## src/rtl/snn_pkg.sv

```systemverilog
// Shared widths and the pending-spike slot record for the SNN datapath.
package snn_pkg;

  localparam int unsigned DLY_W = 16;
  localparam int unsigned ID_W  = 8;
  localparam int unsigned TS_W  = 16;

  typedef struct packed {
    logic             valid;
    logic             presented;
    logic [DLY_W-1:0] cnt;
    logic [TS_W-1:0]  due;
    logic [ID_W-1:0]  id;
  } slot_t;

endpackage

```

## src/rtl/lowest_set_idx.sv

```systemverilog
// Priority picker: reports whether any bit is set and the index of the lowest one.
module lowest_set_idx #(
  parameter int unsigned N = 8
) (
  input  logic [N-1:0]         vec,
  output logic                 found,
  output logic [$clog2(N)-1:0] idx
);

  localparam int unsigned IW = $clog2(N);

  // Descending scan so the lowest set bit is the last one written.
  always_comb begin
    found = 1'b0;
    idx   = '0;
    for (int i = N - 1; i >= 0; i--) begin
      if (vec[i]) begin
        found = 1'b1;
        idx   = IW'(i);
      end
    end
  end

endmodule

```

## src/rtl/axon_spike_scheduler.sv

```systemverilog
// Buffers soma spikes as delayed events and emits each one to the router when its
// delay has counted down, over a valid/ready handshake.
module axon_spike_scheduler
  import snn_pkg::*;
#(
  parameter int unsigned DEPTH = 8
) (
  input  logic                     clk,
  input  logic                     rst,
  input  logic                     en,
  input  logic [ID_W-1:0]          neuron_id,
  input  logic [DLY_W-1:0]         spike_in,
  output logic                     ev_valid,
  input  logic                     ev_ready,
  output logic [ID_W-1:0]          ev_id,
  output logic [TS_W-1:0]          ev_ts,
  output logic [$clog2(DEPTH):0]   pending,
  output logic                     full,
  output logic                     overflow
);

  localparam int unsigned IDX_W = $clog2(DEPTH);
  localparam int unsigned CNT_W = IDX_W + 1;

  logic [TS_W-1:0]  now_q, now_d;
  slot_t            slots_q [DEPTH];
  slot_t            slots_d [DEPTH];
  logic             ev_valid_q, ev_valid_d;
  logic [ID_W-1:0]  ev_id_q, ev_id_d;
  logic [TS_W-1:0]  ev_ts_q, ev_ts_d;
  logic [IDX_W-1:0] pres_idx_q, pres_idx_d;
  logic [CNT_W-1:0] pending_q, pending_d;
  logic             overflow_q, overflow_d;

  logic [DEPTH-1:0] free_vec, exp_vec;
  logic             free_found, exp_found;
  logic [IDX_W-1:0] free_idx, exp_idx;
  logic             capture, capture_ok, handshake, load;

  always_comb begin
    free_vec = '0;
    exp_vec  = '0;
    for (int i = 0; i < DEPTH; i++) begin
      free_vec[i] = ~slots_q[i].valid;
      exp_vec[i]  = slots_q[i].valid & ~slots_q[i].presented & (slots_q[i].cnt == '0);
    end
  end

  lowest_set_idx #(
    .N (DEPTH)
  ) u_free_pick (
    .vec   (free_vec),
    .found (free_found),
    .idx   (free_idx)
  );

  lowest_set_idx #(
    .N (DEPTH)
  ) u_exp_pick (
    .vec   (exp_vec),
    .found (exp_found),
    .idx   (exp_idx)
  );

  assign capture    = en && (spike_in != '0);
  assign capture_ok = capture && free_found;
  assign handshake  = ev_valid_q && ev_ready;
  // Output register refills on the same edge it drains, giving one event per cycle.
  assign load       = (!ev_valid_q || handshake) && exp_found;

  always_comb begin
    slots_d = slots_q;
    for (int i = 0; i < DEPTH; i++) begin
      if (en && slots_q[i].valid && (slots_q[i].cnt != '0)) begin
        slots_d[i].cnt = slots_q[i].cnt - DLY_W'(1);
      end
    end
    if (handshake) begin
      slots_d[pres_idx_q] = '0;
    end
    if (load) begin
      slots_d[exp_idx].presented = 1'b1;
    end
    // Target slot was free before this edge, so it is never also decremented or released.
    if (capture_ok) begin
      slots_d[free_idx].valid     = 1'b1;
      slots_d[free_idx].presented = 1'b0;
      slots_d[free_idx].cnt       = spike_in;
      slots_d[free_idx].due       = now_q + TS_W'(spike_in);
      slots_d[free_idx].id        = neuron_id;
    end
  end

  always_comb begin
    now_d      = en ? now_q + TS_W'(1) : now_q;
    ev_valid_d = ev_valid_q;
    ev_id_d    = ev_id_q;
    ev_ts_d    = ev_ts_q;
    pres_idx_d = pres_idx_q;
    pending_d  = pending_q;
    overflow_d = overflow_q || (capture && !free_found);

    if (handshake) begin
      ev_valid_d = 1'b0;
    end
    if (load) begin
      ev_valid_d = 1'b1;
      ev_id_d    = slots_q[exp_idx].id;
      ev_ts_d    = slots_q[exp_idx].due;
      pres_idx_d = exp_idx;
    end

    if (capture_ok && !handshake) begin
      pending_d = pending_q + CNT_W'(1);
    end else if (!capture_ok && handshake) begin
      pending_d = pending_q - CNT_W'(1);
    end
  end

  always_ff @(posedge clk) begin
    if (rst) begin
      now_q      <= '0;
      slots_q    <= '{default: '0};
      ev_valid_q <= 1'b0;
      ev_id_q    <= '0;
      ev_ts_q    <= '0;
      pres_idx_q <= '0;
      pending_q  <= '0;
      overflow_q <= 1'b0;
    end else begin
      now_q      <= now_d;
      slots_q    <= slots_d;
      ev_valid_q <= ev_valid_d;
      ev_id_q    <= ev_id_d;
      ev_ts_q    <= ev_ts_d;
      pres_idx_q <= pres_idx_d;
      pending_q  <= pending_d;
      overflow_q <= overflow_d;
    end
  end

  assign ev_valid = ev_valid_q;
  assign ev_id    = ev_id_q;
  assign ev_ts    = ev_ts_q;
  assign pending  = pending_q;
  assign full     = (pending_q == CNT_W'(DEPTH));
  assign overflow = overflow_q;

endmodule
```

## config.mk

```make
export PLATFORM = sky130hd
export DESIGN_NAME = axon_spike_scheduler
export DESIGN_NICKNAME = d
export VERILOG_FILES = /design/src/rtl/snn_pkg.sv /design/src/rtl/lowest_set_idx.sv /design/src/rtl/axon_spike_scheduler.sv
export SDC_FILE = /design/constraint.sdc
export NUM_CORES = 1
export LEC_CHECK = 0
export ABC_AREA = 0
export ABC_CLOCK_PERIOD_IN_PS = 3350
export CAP_MARGIN = 20
export CORE_MARGIN = 3
export CORE_UTILIZATION = 30
export CTS_CLUSTER_DIAMETER = 100
export CTS_CLUSTER_SIZE = 40
export DETAILED_ROUTE_END_ITERATION = 16
export GPL_ROUTABILITY_DRIVEN = 0
export SKIP_CTS_REPAIR_TIMING = 1
export SYNTH_ARGS = -nofsm -noshare
export SYNTH_HDL_FRONTEND = slang
export SYNTH_SLANG_ARGS = --single-unit
```

## constraint.sdc

```tcl
create_clock -name clk -period 3.35 [get_ports clk]
set_input_delay 0.335 -clock clk [delete_from_list [all_inputs] [get_ports clk]]
set_output_delay 0.335 -clock clk [all_outputs]
set_load 0.01 [all_outputs]
```

==> flow_summary.json <==
{
  "grt_setup_unrepaired": "yes",
  "worstHoldStart": "rst",
  "synthArstFlopShare_pct": 0,
  "crit_path_top_delay_cell": "or4_4",
  "syn_area_per_cell_um2": 8.081,
  "seq_area_frac_synth_pct": 40.62,
  "routedWlPerCell_um": 20.21,
  "crit_chain": "or4_4, or4_4, buf_6, a2bb2oi_4, and3_4, a2111o_1, clkbuf_16, a221o_1, a221oi_2, nor3_1",
  "ant_nets": 0,
  "synth_top_area_cell": "dfxtp_1",
  "path_buf_inv": 2,
  "antenna_found_initial": 0,
  "met1_usage_pct": 24.66,
  "drv_slew": 0,
  "finalWirelength_mm": 65.91,
  "power.leakage_uw": 0.008445,
  "areaGrowthSynthToFinish_pct": 17.48,
  "synth_nets": 2410,
  "first_iter_violations": 1950,
  "hold_class": "input port to flip-flop",
  "fmax_ghz": 0.2887,
  "synth_cells": 2348,
  "total_power_uw": 8610,
  "drc": 0,
  "max_stage_delay_ns": 0.58,
  "worstMarginPinSlew_ns": 1.133,
  "die_h_um": 257.5,
  "grt_max_degree": 103,
  "crit_cells": 10,
  "drive_above_1_share_pct": 12.38,
  "clkSinkCount": 385,
  "core_area_mm2": 0.06217,
  "netlist_area_mm2": 0.01897,
  "post-place-ws_ns": -0.2951,
  "grt_pass1_vias": 17690,
  "cts_tree": "done",
  "hold_viol": 0,
  "finalCritPeriodShare_pct": 103.4,
  "num_vias": 18120,
  "antenna_cells": 0,
  "relSlewSlack_pct": 24.16,
  "cts_buffers": 15,
  "fillers": 6383,
  "worstSetupPathType": "flip-flop to flip-flop",
  "ys_seq_elements": 385,
  "synth_area_leaders": "dfxtp_1 41%, nor2_1 6.4%, nand3_1 5.0%, a21oi_1 4.9%, nand2_1 4.6%",
  "initial_utilization_pct": 30.52,
  "synth_cell_types": 69,
  "h-tree-depth": 1,
  "grt_util_met2_pct": 31.90,
  "drv_cap": 0,
  "clk_pin_slew_worst_paths_ns": 0.15,
  "status": "finished with violations",
  "end_kind": "flip-flop",
  "synth_edf_count": 0,
  "use_met3_pct": 2.126,
  "grt_pass1_wl_mm": 100.8,
  "worstSetupStartpointType": "flip-flop",
  "regArea_mm2": 0.007715,
  "arrival_ns": 3.89,
  "setup_slack_ns": -0.1142,
  "fin_util_pct": 35.85,
  "rows": 91,
  "ios": 59,
  "p_per_area_mw_per_mm2": 386.3,
  "cp_data_required_time_ns": 3.77,
  "post-dp-hpwl_mm": 43.83,
  "finalSetupViolCount": 14,
  "worstSetupStartpoint": "slots_q[72]$_SDFF_PP0_",
  "grt_usage_pct": 18.89,
  "synth_flop_cell": "dfxtp_1",
  "clk_path_buf_depth": 3,
  "cp_common_cell": "or4_4",
  "max-vdd-ir-drop_mv": 0.3409,
  "whs_ns": 0.2754,
  "nets": 2482,
  "grt.overflow.total": 0,
  "critPathMaxFanout": 7,
  "hold_path_depth": 2,
  "numPortBuffers": 58,
  "grt-busiest-layer": "met2",
  "cts_root_buf": "clkbuf_16",
  "r2r_start": "slots_q[72]$_SDFF_PP0_",
  "first_pass_iters": 5,
  "multi_input_area_mm2": 0.01068,
  "detail_route.vias_per_cell": 5.556,
  "fin_skew_ns": 0.04374,
  "rr_worst_depth": 10,
  "yosysTopAreaCellShare_pct": 40.62,
  "insertion_delay_ns": 0.56,
  "yosys_warnings": 0,
  "violations": "negative setup slack",
  "critical_path.top_delay_family": "simple AND/OR/NAND/NOR gates",
  "die_area_mm2": 0.06630,
  "die_w_um": 257.5,
  "fin_crit_ns": 3.464,
  "reg2reg_slack_ns": -0.11
}
-- cell usage in the layout (no fill, tap or decap), types with 7 or more instances in the layout --
cell type / netlist / layout
buf_4: 3 / 159
clkdlybuf4s50_1: 0 / 57
nand4_1: 11 / 11
nor3b_1: 8 / 7
a22o_1: 26 / 26
dfxtp_1: 385 / 379
a22oi_1: 97 / 97
buf_12: 0 / 19
nor4_1: 30 / 30
o211ai_1: 10 / 10
or3_1: 26 / 26
clkbuf_16: 0 / 16
nand3_1: 189 / 189
nand4b_1: 9 / 9
mux2_2: 24 / 24
a21oi_1: 186 / 185
a221oi_2: 9 / 13
ha_1: 32 / 30
inv_1: 26 / 24
mux2i_1: 15 / 15
nand2_1: 231 / 231
a21o_1: 17 / 17
nor2b_1: 9 / 9
o21ai_0: 30 / 30
a31oi_1: 60 / 60
nor3_1: 67 / 63
nand2b_1: 19 / 19
and3_1: 15 / 14
or4_1: 24 / 19
xnor2_1: 64 / 64
a221o_1: 26 / 26
o22ai_1: 7 / 7
or4_4: 3 / 8
xor2_1: 82 / 82
nor2_1: 323 / 316
a32oi_1: 11 / 11
-- report_power, final --
group	total [uW]	internal, uW	leakage [uW]	switching [uW]
Clock	2630	981	0.000246	1650
Combinational	1190	485	0.00508	708
Sequential	4790	4690	0.00312	98.6
Total	8610	6150	0.00844	2460
-- cell families after synthesis --
kind of cell               share of synthesized area [%]
and+or+nand+nor                                    24.95
AOI/OAI and AO/OA                                  18.84
DFF                                                40.62
buffers and inverters                              4.313
muxes                                              2.216
adders and majority gates                          2.321
xor gates and xnor gates                           6.740
-- state kept, by name, indices dropped and copies added, names as in the netlist --
name,flops
ev_id,8
now_q,16
slots_q,336
ev_ts,16
pending,4
ev_valid,1
overflow,1
pres_idx_q,3
-- synthesized netlist by cell type (19+ instances only) --
| master | number |
|---|---|
| dfxtp_1 | 385 |
| nor2_1 | 323 |
| nand2_1 | 231 |
| nand3_1 | 189 |
| a21oi_1 | 186 |
| clkbuf_1 | 159 |
| a22oi_1 | 97 |
| xor2_1 | 82 |
| nor3_1 | 67 |
| xnor2_1 | 64 |
| a31oi_1 | 60 |
| ha_1 | 32 |
| nor4_1 | 30 |
| o21ai_0 | 30 |
| a221o_1 | 26 |
| a22o_1 | 26 |
| inv_1 | 26 |
| or3_1 | 26 |
| mux2_2 | 24 |
| or4_1 | 24 |
| buf_1 | 19 |
| nand2b_1 | 19 |
-- per-stage QoR --
stage / instance area (um^2) / TNS [ns] / std cells
finish: 22290 / -1.135 / 3261
global route: 22290 / -2.017 / 3261
CTS: 22030 / -6.097 / 3250
detailed placement: 21510 / -5.607 / 3229
global placement: 21510 / -2.257 / 3229
floorplan: 18970 / 0 / 2348
-- area by class of cell --
cell class,instances,share of cell area (%)
multi-input combinational,1751,47.91
sequential,385,34.61
timing repair buffer,241,10.02
tap,837,4.699
clock buffer,15,1.684
clock inverter,6,0.6399
inverter,26,0.4379
-- worst paths after layout --
kind / end
setup / recovery: ev_ts[6]$_SDFFE_PP0N_
setup reg to reg: ev_ts[6]$_SDFFE_PP0N_
hold reg to reg: slots_q[314]$_SDFF_PP0_
hold / removal: slots_q[192]$_SDFF_PP0_
-- layer usage --
metal  share of wire, %  up-vias
met3                6.1      127
li1                   -     8500
met4                3.5        0
met1                 43     8800
met5                  0        -
met2                 47      692
No activity file was read; power rests on OpenSTA's default activity.
